--- src/rtl/taxi_eth_frame_gen_pkg.sv ---
// ============================================================================
//  Module   : taxi_eth_frame_gen_pkg
//  Brief    : Shared types and constants for the Ethernet test-frame source.
//  Revision : 1.0 - initial release
// ============================================================================
`default_nettype none

package taxi_eth_frame_gen_pkg;

    // Run-level state of the frame source
    typedef enum logic [1:0] {
        ST_IDLE  = 2'd0,
        ST_FRAME = 2'd1,
        ST_GAP   = 2'd2
    } state_t;

    // Byte offsets of the header fields inside a generated frame
    localparam logic [15:0] OFF_DST  = 16'd0;
    localparam logic [15:0] OFF_SRC  = 16'd6;
    localparam logic [15:0] OFF_TYPE = 16'd12;
    localparam logic [15:0] OFF_SEQ  = 16'd14;
    localparam logic [15:0] OFF_LEN  = 16'd18;
    localparam logic [15:0] OFF_PAY  = 16'd20;

    // Shortest legal frame excluding FCS
    localparam logic [15:0] MIN_LEN  = 16'd60;

    // PRBS31: x^31 + x^28 + 1 (feedback taps at state bits 30 and 27)
    localparam logic [30:0] PRBS31_POLY = 31'h4800_0000;
    localparam logic [30:0] PRBS31_SEED = 31'h7FFF_FFFF;

endpackage : taxi_eth_frame_gen_pkg

`default_nettype wire

--- src/rtl/taxi_eth_frame_gen_if.sv ---
// ============================================================================
//  Module   : taxi_axis_if
//  Brief    : AXI-stream bundle used between the frame source and the MAC TX.
//  Revision : 1.0 - initial release
// ============================================================================
`default_nettype none

interface taxi_axis_if #(
    parameter int DATA_W = 64,
    parameter int KEEP_W = DATA_W / 8,
    parameter int ID_W   = 8,
    parameter int USER_W = 1
);
    logic [DATA_W-1:0] tdata;
    logic [KEEP_W-1:0] tkeep;
    logic              tvalid;
    logic              tready;
    logic              tlast;
    logic [ID_W-1:0]   tid;
    logic [USER_W-1:0] tuser;

    // Stream source (drives data, observes backpressure)
    modport src (
        output tdata, tkeep, tvalid, tlast, tid, tuser,
        input  tready
    );

    // Stream sink (observes data, drives backpressure)
    modport snk (
        input  tdata, tkeep, tvalid, tlast, tid, tuser,
        output tready
    );
endinterface : taxi_axis_if

`default_nettype wire

--- src/rtl/taxi_lfsr.sv ---
// ============================================================================
//  Module   : taxi_lfsr
//  Brief    : PRBS31 generator producing 64 fresh sequence bits per step.
//             Bit i of data_o is the i-th bit shifted out of the register.
//  Revision : 1.0 - initial release
// ============================================================================
`default_nettype none

module taxi_lfsr
    import taxi_eth_frame_gen_pkg::*;
#(
    parameter logic [30:0] POLY = PRBS31_POLY,
    parameter logic [30:0] SEED = PRBS31_SEED
) (
    input  wire logic        clk,
    input  wire logic        rst,
    input  wire logic        load_i,   // reseed; the word presented this cycle comes from SEED
    input  wire logic        adv_i,    // consume the presented word
    output logic      [63:0] data_o
);

    logic [30:0] state_q;
    logic [30:0] state_d;

    // Unroll 64 Fibonacci shifts from the current (or freshly seeded) state
    always_comb begin : p_step
        logic [30:0] s;
        logic        nb;
        s      = load_i ? SEED : state_q;
        nb     = 1'b0;
        data_o = '0;
        for (int i = 0; i < 64; i++) begin
            nb        = ^(s & POLY);
            s         = {s[29:0], nb};
            data_o[i] = nb;
        end
        state_d = adv_i ? s : (load_i ? SEED : state_q);
    end

    // Sequence state register
    always_ff @(posedge clk or posedge rst) begin
        if (rst) begin
            state_q <= SEED;
        end else begin
            state_q <= state_d;
        end
    end

endmodule : taxi_lfsr

`default_nettype wire

--- src/rtl/taxi_eth_frame_gen.sv ---
// ============================================================================
//  Module   : taxi_eth_frame_gen
//  Brief    : Numbered Ethernet test-frame source for a 64-bit MAC TX stream.
//             Build option TAXI_FRAME_GEN_PRBS_EN selects PRBS31 payload;
//             otherwise payload byte n carries n[7:0].
//  Revision : 1.0 - initial release
// ============================================================================
`default_nettype none

module taxi_eth_frame_gen
    import taxi_eth_frame_gen_pkg::*;
#(
    parameter int          MAX_LEN  = 9000,
    parameter logic [7:0]  ID_VAL   = 8'd0,
    parameter logic [15:0] ETH_TYPE = 16'h88B5
) (
    input  wire logic        clk,
    input  wire logic        rst,
    taxi_axis_if.src         m_axis,
    input  wire logic        start,
    input  wire logic        stop,
    input  wire logic [47:0] cfg_dst_mac,
    input  wire logic [47:0] cfg_src_mac,
    input  wire logic [15:0] cfg_len,
    input  wire logic [31:0] cfg_count,
    input  wire logic [15:0] cfg_gap,
    output logic             busy,
    output logic      [31:0] stat_frame_count,
    output logic      [31:0] stat_seq
);

    localparam logic [15:0] c_max_len = 16'(MAX_LEN);

    state_t      state_q,     state_d;
    logic [15:0] len_q,       len_d;
    logic [15:0] last_q,      last_d;       // index of the final beat
    logic [31:0] count_q,     count_d;
    logic [15:0] gap_q,       gap_d;
    logic [47:0] dst_q,       dst_d;
    logic [47:0] src_q,       src_d;
    logic [15:0] beat_q,      beat_d;       // index of the beat held in the output register
    logic [15:0] gap_cnt_q,   gap_cnt_d;
    logic [31:0] seq_q,       seq_d;
    logic [31:0] frame_cnt_q, frame_cnt_d;
    logic        stop_q,      stop_d;
    logic        tvalid_q,    tvalid_d;
    logic [63:0] tdata_q,     tdata_d;
    logic [7:0]  tkeep_q,     tkeep_d;
    logic        tlast_q,     tlast_d;

    logic        w_in_idle;
    logic [15:0] w_len_clamp;
    logic [15:0] w_len;
    logic [47:0] w_dst;
    logic [47:0] w_src;
    logic [15:0] w_last_idx;
    logic        w_accept;
    logic        w_stop_any;
    logic [31:0] w_fc_inc;
    logic        w_run_done;
    logic        w_load;
    logic [15:0] w_load_idx;
    logic [31:0] w_load_seq;
    logic [63:0] w_beat_data;
    logic [7:0]  w_beat_keep;

`ifdef TAXI_FRAME_GEN_PRBS_EN
    logic [63:0] w_prbs_word;
    wire  logic  w_start_run = w_in_idle & start;

    taxi_lfsr #(
        .POLY (PRBS31_POLY),
        .SEED (PRBS31_SEED)
    ) u_lfsr (
        .clk    (clk),
        .rst    (rst),
        .load_i (w_start_run),
        .adv_i  (w_load),
        .data_o (w_prbs_word)
    );
`endif

    // Header bytes by absolute frame offset; payload byte supplied by caller
    function automatic logic [7:0] frame_byte(
        input logic [15:0] n,
        input logic [47:0] dst,
        input logic [47:0] src,
        input logic [31:0] seq,
        input logic [15:0] len,
        input logic [7:0]  pay
    );
        logic [47:0] mac;
        logic [31:0] s32;
        logic [15:0] off;
        logic [7:0]  b;
        mac = '0;
        s32 = '0;
        off = '0;
        b   = pay;
        if (n < OFF_SRC) begin
            off = n - OFF_DST;
            mac = dst << {off[2:0], 3'b000};
            b   = mac[47:40];
        end else if (n < OFF_TYPE) begin
            off = n - OFF_SRC;
            mac = src << {off[2:0], 3'b000};
            b   = mac[47:40];
        end else if (n == OFF_TYPE) begin
            b = ETH_TYPE[15:8];
        end else if (n < OFF_SEQ) begin
            b = ETH_TYPE[7:0];
        end else if (n < OFF_LEN) begin
            off = n - OFF_SEQ;
            s32 = seq << {off[1:0], 3'b000};
            b   = s32[31:24];
        end else if (n == OFF_LEN) begin
            b = len[15:8];
        end else if (n < OFF_PAY) begin
            b = len[7:0];
        end
        return b;
    endfunction

    // While idle the configuration inputs feed the first beat directly
    assign w_in_idle   = (state_q == ST_IDLE);
    assign w_len_clamp = (cfg_len < MIN_LEN)   ? MIN_LEN   :
                         (cfg_len > c_max_len) ? c_max_len : cfg_len;
    assign w_len       = w_in_idle ? w_len_clamp : len_q;
    assign w_dst       = w_in_idle ? cfg_dst_mac : dst_q;
    assign w_src       = w_in_idle ? cfg_src_mac : src_q;
    assign w_last_idx  = (w_len - 16'd1) >> 3;
    assign w_accept    = tvalid_q & m_axis.tready;
    assign w_stop_any  = stop_q | stop;
    assign w_fc_inc    = frame_cnt_q + 32'd1;
    assign w_run_done  = (count_q != 32'd0) && (w_fc_inc == count_q);

    // Run sequencing: decides when and which beat enters the output register
    always_comb begin
        state_d     = state_q;
        len_d       = len_q;
        last_d      = last_q;
        count_d     = count_q;
        gap_d       = gap_q;
        dst_d       = dst_q;
        src_d       = src_q;
        gap_cnt_d   = gap_cnt_q;
        seq_d       = seq_q;
        frame_cnt_d = frame_cnt_q;
        stop_d      = stop_q;
        w_load      = 1'b0;
        w_load_idx  = '0;
        w_load_seq  = seq_q;
        case (state_q)
            ST_IDLE: begin
                stop_d = 1'b0;
                if (start) begin
                    len_d       = w_len_clamp;
                    last_d      = w_last_idx;
                    count_d     = cfg_count;
                    gap_d       = cfg_gap;
                    dst_d       = cfg_dst_mac;
                    src_d       = cfg_src_mac;
                    seq_d       = '0;
                    frame_cnt_d = '0;
                    w_load      = 1'b1;
                    w_load_seq  = '0;
                    state_d     = ST_FRAME;
                end
            end
            ST_FRAME: begin
                stop_d = w_stop_any;
                if (w_accept) begin
                    if (beat_q != last_q) begin
                        w_load     = 1'b1;
                        w_load_idx = beat_q + 16'd1;
                    end else begin
                        frame_cnt_d = w_fc_inc;
                        seq_d       = seq_q + 32'd1;
                        if (w_run_done || w_stop_any) begin
                            state_d = ST_IDLE;
                        end else if (gap_q != 16'd0) begin
                            state_d   = ST_GAP;
                            gap_cnt_d = gap_q;
                        end else begin
                            w_load     = 1'b1;
                            w_load_seq = seq_q + 32'd1;
                        end
                    end
                end
            end
            ST_GAP: begin
                stop_d = w_stop_any;
                if (gap_cnt_q <= 16'd1) begin
                    if (w_stop_any) begin
                        state_d = ST_IDLE;
                    end else begin
                        state_d = ST_FRAME;
                        w_load  = 1'b1;
                    end
                end else begin
                    gap_cnt_d = gap_cnt_q - 16'd1;
                end
            end
            default: state_d = ST_IDLE;
        endcase
    end

    // Byte lanes of the beat being loaded, masked beyond the frame end
    always_comb begin : p_beat
        logic [15:0] n;
        logic [7:0]  pay;
        n           = '0;
        pay         = '0;
        w_beat_data = '0;
        w_beat_keep = '0;
        for (int k = 0; k < 8; k++) begin
            n = {w_load_idx[12:0], 3'(k)};
`ifdef TAXI_FRAME_GEN_PRBS_EN
            pay = w_prbs_word[8*k +: 8];
`else
            pay = n[7:0];
`endif
            if (n < w_len) begin
                w_beat_keep[k]       = 1'b1;
                w_beat_data[8*k +: 8] = frame_byte(n, w_dst, w_src, w_load_seq, w_len, pay);
            end
        end
    end

    // Output register: load a new beat, or clear once the last one is taken
    always_comb begin
        tvalid_d = tvalid_q;
        tdata_d  = tdata_q;
        tkeep_d  = tkeep_q;
        tlast_d  = tlast_q;
        beat_d   = beat_q;
        if (w_load) begin
            tvalid_d = 1'b1;
            tdata_d  = w_beat_data;
            tkeep_d  = w_beat_keep;
            tlast_d  = (w_load_idx == w_last_idx);
            beat_d   = w_load_idx;
        end else if (w_accept) begin
            tvalid_d = 1'b0;
            tdata_d  = '0;
            tkeep_d  = '0;
            tlast_d  = 1'b0;
        end
    end

    // State and datapath registers
    always_ff @(posedge clk or posedge rst) begin
        if (rst) begin
            state_q     <= ST_IDLE;
            len_q       <= '0;
            last_q      <= '0;
            count_q     <= '0;
            gap_q       <= '0;
            dst_q       <= '0;
            src_q       <= '0;
            beat_q      <= '0;
            gap_cnt_q   <= '0;
            seq_q       <= '0;
            frame_cnt_q <= '0;
            stop_q      <= 1'b0;
            tvalid_q    <= 1'b0;
            tdata_q     <= '0;
            tkeep_q     <= '0;
            tlast_q     <= 1'b0;
        end else begin
            state_q     <= state_d;
            len_q       <= len_d;
            last_q      <= last_d;
            count_q     <= count_d;
            gap_q       <= gap_d;
            dst_q       <= dst_d;
            src_q       <= src_d;
            beat_q      <= beat_d;
            gap_cnt_q   <= gap_cnt_d;
            seq_q       <= seq_d;
            frame_cnt_q <= frame_cnt_d;
            stop_q      <= stop_d;
            tvalid_q    <= tvalid_d;
            tdata_q     <= tdata_d;
            tkeep_q     <= tkeep_d;
            tlast_q     <= tlast_d;
        end
    end

    assign m_axis.tvalid    = tvalid_q;
    assign m_axis.tdata     = tdata_q;
    assign m_axis.tkeep     = tkeep_q;
    assign m_axis.tlast     = tlast_q;
    assign m_axis.tid       = ID_VAL;
    assign m_axis.tuser     = 1'b0;
    assign busy             = (state_q != ST_IDLE);
    assign stat_frame_count = frame_cnt_q;
    assign stat_seq         = seq_q;

endmodule : taxi_eth_frame_gen

`default_nettype wire

--- src/flat_wrapper.sv ---
// flat-port wrapper written by rule: the top's interface ports become plain ports
module taxi_eth_frame_gen_flat import taxi_eth_frame_gen_pkg::*;
#(
    parameter int          MAX_LEN  = 9000,
    parameter logic [7:0]  ID_VAL   = 8'd0,
    parameter logic [15:0] ETH_TYPE = 16'h88B5
)
  (clk, rst, start, stop, cfg_dst_mac, cfg_src_mac, cfg_len, cfg_count, cfg_gap, busy, stat_frame_count, stat_seq, m_axis_tdata, m_axis_tkeep, m_axis_tvalid, m_axis_tlast, m_axis_tid, m_axis_tuser, m_axis_tready);
  taxi_axis_if #(.DATA_W(64)) m_axis_i ();
  input  wire logic clk;
  input  wire logic rst;
  input  wire logic start;
  input  wire logic stop;
  input  wire logic [47:0] cfg_dst_mac;
  input  wire logic [47:0] cfg_src_mac;
  input  wire logic [15:0] cfg_len;
  input  wire logic [31:0] cfg_count;
  input  wire logic [15:0] cfg_gap;
  output logic busy;
  output logic      [31:0] stat_frame_count;
  output logic      [31:0] stat_seq;
  output wire logic [$bits(m_axis_i.tdata)-1:0] m_axis_tdata;
  output wire logic [$bits(m_axis_i.tkeep)-1:0] m_axis_tkeep;
  output wire logic [$bits(m_axis_i.tvalid)-1:0] m_axis_tvalid;
  output wire logic [$bits(m_axis_i.tlast)-1:0] m_axis_tlast;
  output wire logic [$bits(m_axis_i.tid)-1:0] m_axis_tid;
  output wire logic [$bits(m_axis_i.tuser)-1:0] m_axis_tuser;
  input wire logic [$bits(m_axis_i.tready)-1:0] m_axis_tready;
  assign m_axis_tdata = m_axis_i.tdata;
  assign m_axis_tkeep = m_axis_i.tkeep;
  assign m_axis_tvalid = m_axis_i.tvalid;
  assign m_axis_tlast = m_axis_i.tlast;
  assign m_axis_tid = m_axis_i.tid;
  assign m_axis_tuser = m_axis_i.tuser;
  assign m_axis_i.tready = m_axis_tready;
  taxi_eth_frame_gen #(.MAX_LEN(MAX_LEN), .ID_VAL(ID_VAL), .ETH_TYPE(ETH_TYPE)) u_core (.clk(clk), .rst(rst), .m_axis(m_axis_i), .start(start), .stop(stop), .cfg_dst_mac(cfg_dst_mac), .cfg_src_mac(cfg_src_mac), .cfg_len(cfg_len), .cfg_count(cfg_count), .cfg_gap(cfg_gap), .busy(busy), .stat_frame_count(stat_frame_count), .stat_seq(stat_seq));
endmodule
--- config.mk ---
export PLATFORM = sky130hd
export DESIGN_NAME = taxi_eth_frame_gen_flat
export DESIGN_NICKNAME = d
export VERILOG_FILES = /design/src/rtl/taxi_eth_frame_gen_pkg.sv /design/src/rtl/taxi_eth_frame_gen_if.sv /design/src/rtl/taxi_lfsr.sv /design/src/rtl/taxi_eth_frame_gen.sv /design/src/flat_wrapper.sv
export SDC_FILE = /design/constraint.sdc
export NUM_CORES = 1
export LEC_CHECK = 0
export CORE_UTILIZATION = 40
export DETAILED_ROUTE_END_ITERATION = 6
export PLACE_DENSITY = 0.67
export SETUP_SLACK_MARGIN = 0.15
export SLEW_MARGIN = 20
export SYNTH_ARGS = -nofsm -noshare
export SYNTH_HDL_FRONTEND = slang
export SYNTH_SLANG_ARGS = --single-unit
--- constraint.sdc ---
create_clock -name clk -period 12.9 [get_ports clk]
set_input_delay 1.29 -clock clk [delete_from_list [all_inputs] [get_ports clk]]
set_output_delay 1.29 -clock clk [all_outputs]
set_load 0.05 [all_outputs]
==> impl_metrics.sql <==
INSERT INTO impl_metrics (metric_group, metric, value, unit) VALUES
('sta', 'setup_violations', '0', ''),
('yosys', 'synth_top_area_share', '42.85', '%'),
('clock_network', 'cts_resized', '0', ''),
('sta', 'finalSetupTns', '0', 'ns'),
('worst_hold_path', 'worst_hold_path_type', 'flip-flop to flip-flop', ''),
('detailed_routing', 'vias_post_dr', '19319', ''),
('yosys', 'synth-warning-count', '0', ''),
('clock_network', 'clock_path_buffers', '3', ''),
('yosys', 'synth_top_flop_cell', 'dfrtp_1', ''),
('final_layout', 'final_layout_size_suffix_gt1_share', '6.431', '%'),
('worst_setup_path', 'worst_ep_required_time', '13.38', 'ns'),
('floorplan', 'die_w', '226.8', 'µm'),
('detailed_routing', 'detailedRoute.firstPassIterationCount', '5', ''),
('outcome', 'result_of_the_run', 'finished clean', ''),
('sta', 'slew_viol_final', '0', ''),
('floorplan', 'top_level_ports', '313', ''),
('sta', 'tightest_slew_margin_relative_to_the_limit', '26.35', '%'),
('worst_setup_path', 'cp_max_fo', '35', ''),
('sta', 'least_margin_pin_slew', '1.105', 'ns'),
('power', 'maximum_resistive_drop_on_vdd', '0.1398', 'mV'),
('final_layout', 'nNetsFinal', '2815', ''),
('yosys', 'ys_seq_area_share', '42.85', '%'),
('yosys', 'synth-edff-count', '0', ''),
('yosys', 'async_reset_ff_share', '100.0', '%'),
('clock_network', 'cts_root_buf', 'clkbuf_16', ''),
('sta', 'final_min_period_over_clock_period', '41.48', '%'),
('clock_network', 'cts.repair_timing.setup_buffer_count', '0', ''),
('yosys', 'post_synthesis_cell_area', '0.02021', 'mm²'),
('yosys', 'synthesized_instance_count', '2402', ''),
('final_layout', 'final_core_utilization', '50.69', '%'),
('clock_network', 'clkSlewWorstSetupHoldPaths', '0.06', 'ns'),
('detailed_routing', 'wirelength', '75180', 'µm'),
('sta', 'timing.fmax', '186.9', 'MHz'),
('detailed_routing', 'remaining_drc_errors', '0', ''),
('global_route', 'grt_use_total', '28.98', '%'),
('detailed_routing', 'drt_wl_cell', '22.56', 'µm'),
('clock_network', 'hold_buffers', '0', ''),
('final_layout', 'multi_input_comb_area', '0.01083', 'mm²'),
('yosys', 'synth_commonest_cells', 'nand2_1 (635), dfrtp_1 (346), o21ai_0 (165)', ''),
('worst_setup_path', 'critPathKind', 'flip-flop to flip-flop', ''),
('yosys', 'synth_area_leaders', 'dfrtp_1 (43%), nand2_1 (12%), o21ai_0 (4.1%)', ''),
('sta', 'rsz_0062_raised_after_global_routing', 'false', ''),
('placement', 'detailed_place_hpwl', '53450', 'µm'),
('worst_setup_path', 'cp_startpoint_kind', 'flip-flop', ''),
('yosys', 'post_synth.cell_area_avg', '8.413', 'µm²'),
('flow_run', 'cap_viol_max_count', '0', ''),
('final_layout', 'final.fill_count', '4717', ''),
('power', 'power_density', '231.6', 'mW/mm²'),
('sta', 'hold_viol_final', '0', ''),
('clock_network', 'clock_sink_count', '346', ''),
('global_route', 'grt_pass1_wl', '113100', 'µm'),
('floorplan', 'count_of_standard_cell_rows', '82', ''),
('clock_network', 'cts-buffers-inserted', '42', ''),
('placement', 'gpl.final_weighted_congestion', '0.9562', ''),
('detailed_routing', 'route.antenna.remaining_nets', '0', ''),
('yosys', 'seq_cells_post_synth', '346', ''),
('sta', 'worst_skew', '0.04530', 'ns'),
('global_route', 'grt_start_max_net_pins', '98', ''),
('clock_network', 'tritoncts', 'built', ''),
('floorplan', 'core', '0.04997', 'mm²'),
('placement', 'port_buffers', '303', ''),
('yosys', 'most_instantiated_library_cell_after_synthesis', 'nand2_1', ''),
('final_layout', 'area_growth_syn_to_layout', '25.33', '%'),
('worst_setup_path', 'worst_ep_arrival_time', '5.83', 'ns'),
('floorplan', 'start_util', '40.44', '%'),
('global_route', 'antenna_found_initial', '0', ''),
('power', 'leakagePower', '11.06', 'nW'),
('detailed_routing', 'drt-vias-per-instance', '5.798', ''),
('global_route', 'global_route.overflow_total', '0', ''),
('clock_network', 'insertion_delay', '0.61', 'ns'),
('detailed_routing', 'first_iter_violations', '1683', ''),
('sta', 'fin_crit', '5.351', 'ns'),
('floorplan', 'die_footprint', '0.05142', 'mm²'),
('global_route', 'grt_pass1_vias', '18627', ''),
('clock_network', 'htree_num_levels', '2', ''),
('final_layout', 'regArea', '0.008658', 'mm²'),
('yosys', 'synthDistinctLibCells', '84', ''),
('floorplan', 'die_h', '226.8', 'µm'),
('worst_setup_path', 'worstSetupEndpointType', 'flip-flop', ''),
('yosys', 'synth_largest_area_cell', 'dfrtp_1', '');
-- logic make-up after synthesis --
logic type      Yosys count  synth area share [%]
buf+inv                 207                 4.062
fa+ha+maj                23                 1.424
other cells               1               0.01856
mux                     110                 5.851
xor+xnor                 82                 3.554
compound gates          560                 18.23
flops                   346                 42.85
simple gates           1073                 24.01
-- where the power goes --
group / internal (mW) / total (mW) / switching (mW)
registers: 1.47 / 1.81 / 0.338
clock network: 0.787 / 1.30 / 0.514
logic: 0.970 / 2.76 / 1.79
total: 3.23 / 5.87 / 2.64
-- sequential cells by signal, summed over array words and instances, names as in the netlist --
signal,count
u_core.m_axis.tdata,64
u_core.dst_q,48
u_core.src_q,48
u_core.count_q,32
u_core.stat_frame_count,32
u_core.stat_seq,32
u_core.beat_q,16
u_core.gap_cnt_q,16
u_core.gap_q,16
u_core.len_q,16
u_core.last_q,13
u_core.m_axis.tkeep,8
u_core.state_q,2
u_core.m_axis.tlast,1
u_core.m_axis.tvalid,1
u_core.stop_q,1
-- final timing paths --
check | startpoint | endpoint | slack (ns) | depth (start not counted)
min in group asynchronous | rst | u_core.len_q[0] | 1.16 | 2
hold reg to reg | u_core.len_q[8] | u_core.len_q[8] | 0.46 | 2
max in group asynchronous | rst | u_core.m_axis.tdata[43] | 10.28 | 3
hold / removal | u_core.len_q[8] | u_core.len_q[8] | 0.46 | 2
setup / recovery | u_core.state_q[0] | u_core.m_axis.tdata[33] | 7.55 | 13
setup reg to reg | u_core.state_q[0] | u_core.m_axis.tdata[33] | 7.55 | 13
-- metal layers --
metal | wire [µm] | share of wire (%) | track usage [%]
met5 | 0 | 0 | 0
met4 | 3385 | 4.5 | 12.93
met3 | 5481 | 7.3 | 4.989
met2 | 35410 | 47 | 47.30
met1 | 30900 | 41 | 37.51
-- per-stage QoR --
stage / total power [mW] / cells / hold slack (ns) / cell area, µm² / setup slack, ns
finish: 5.865 / 3332 / 0.4580 / 25330 / 7.549
global route: 6.185 / 3331 / 0.4878 / 25320 / 7.310
CTS: 5.865 / 3330 / 0.4625 / 25310 / 7.596
detailed placement: 4.541 / 3254 / 0.4497 / 23780 / 7.006
global placement: 4.491 / 3254 / 0.4425 / 23770 / 7.174
floorplan: 3.586 / 2410 / 0.4309 / 20240 / 2.017
-- worst max-delay path, stage by stage (launching register included) --
cell and delay (ns):
dfrtp_1 0.41, inv_1 0.15, ha_4 0.40, buf_4 0.59, inv_2 0.44, a21boi_1 0.66, ha_1 0.37, a21o_1 0.18
a21o_1 0.17, a21oi_1 0.17, o21ai_0 0.35, o21bai_2 0.37, or3_1 0.57, o31ai_1 0.37
-- cell usage in the layout, fill, tap and decap left out, types with 21 or more instances in the layout --
master,instances
and2_1,28
o31ai_1,46
mux2_2,25
xnor2_1,62
a31oi_1,24
a22o_1,34
nand3_1,64
inv_1,42
nor2b_1,22
buf_4,31
mux2i_1,81
nor4_1,24
clkdlybuf4s50_1,303
ha_1,22
o21ai_0,163
and3_1,23
nand4_1,43
a22oi_1,21
nor3_1,31
a21oi_1,103
clkbuf_16,42
nand2_1,634
dfrtp_1,346
nor2_1,109
-- area by class of cell --
| type | instances | share of cell area, % |
|---|---|---|
| Antenna cell | 1 | 0.009881 |
| Clock buffer | 60 | 4.970 |
| Clock inverter | 16 | 1.097 |
| Inverter | 45 | 0.6966 |
| Multi-Input combinational cell | 1857 | 42.78 |
| Sequential cell | 346 | 34.19 |
| Tap cell | 672 | 3.320 |
| Timing Repair Buffer | 335 | 12.94 |
No activity file was read; power rests on OpenSTA's default activity.
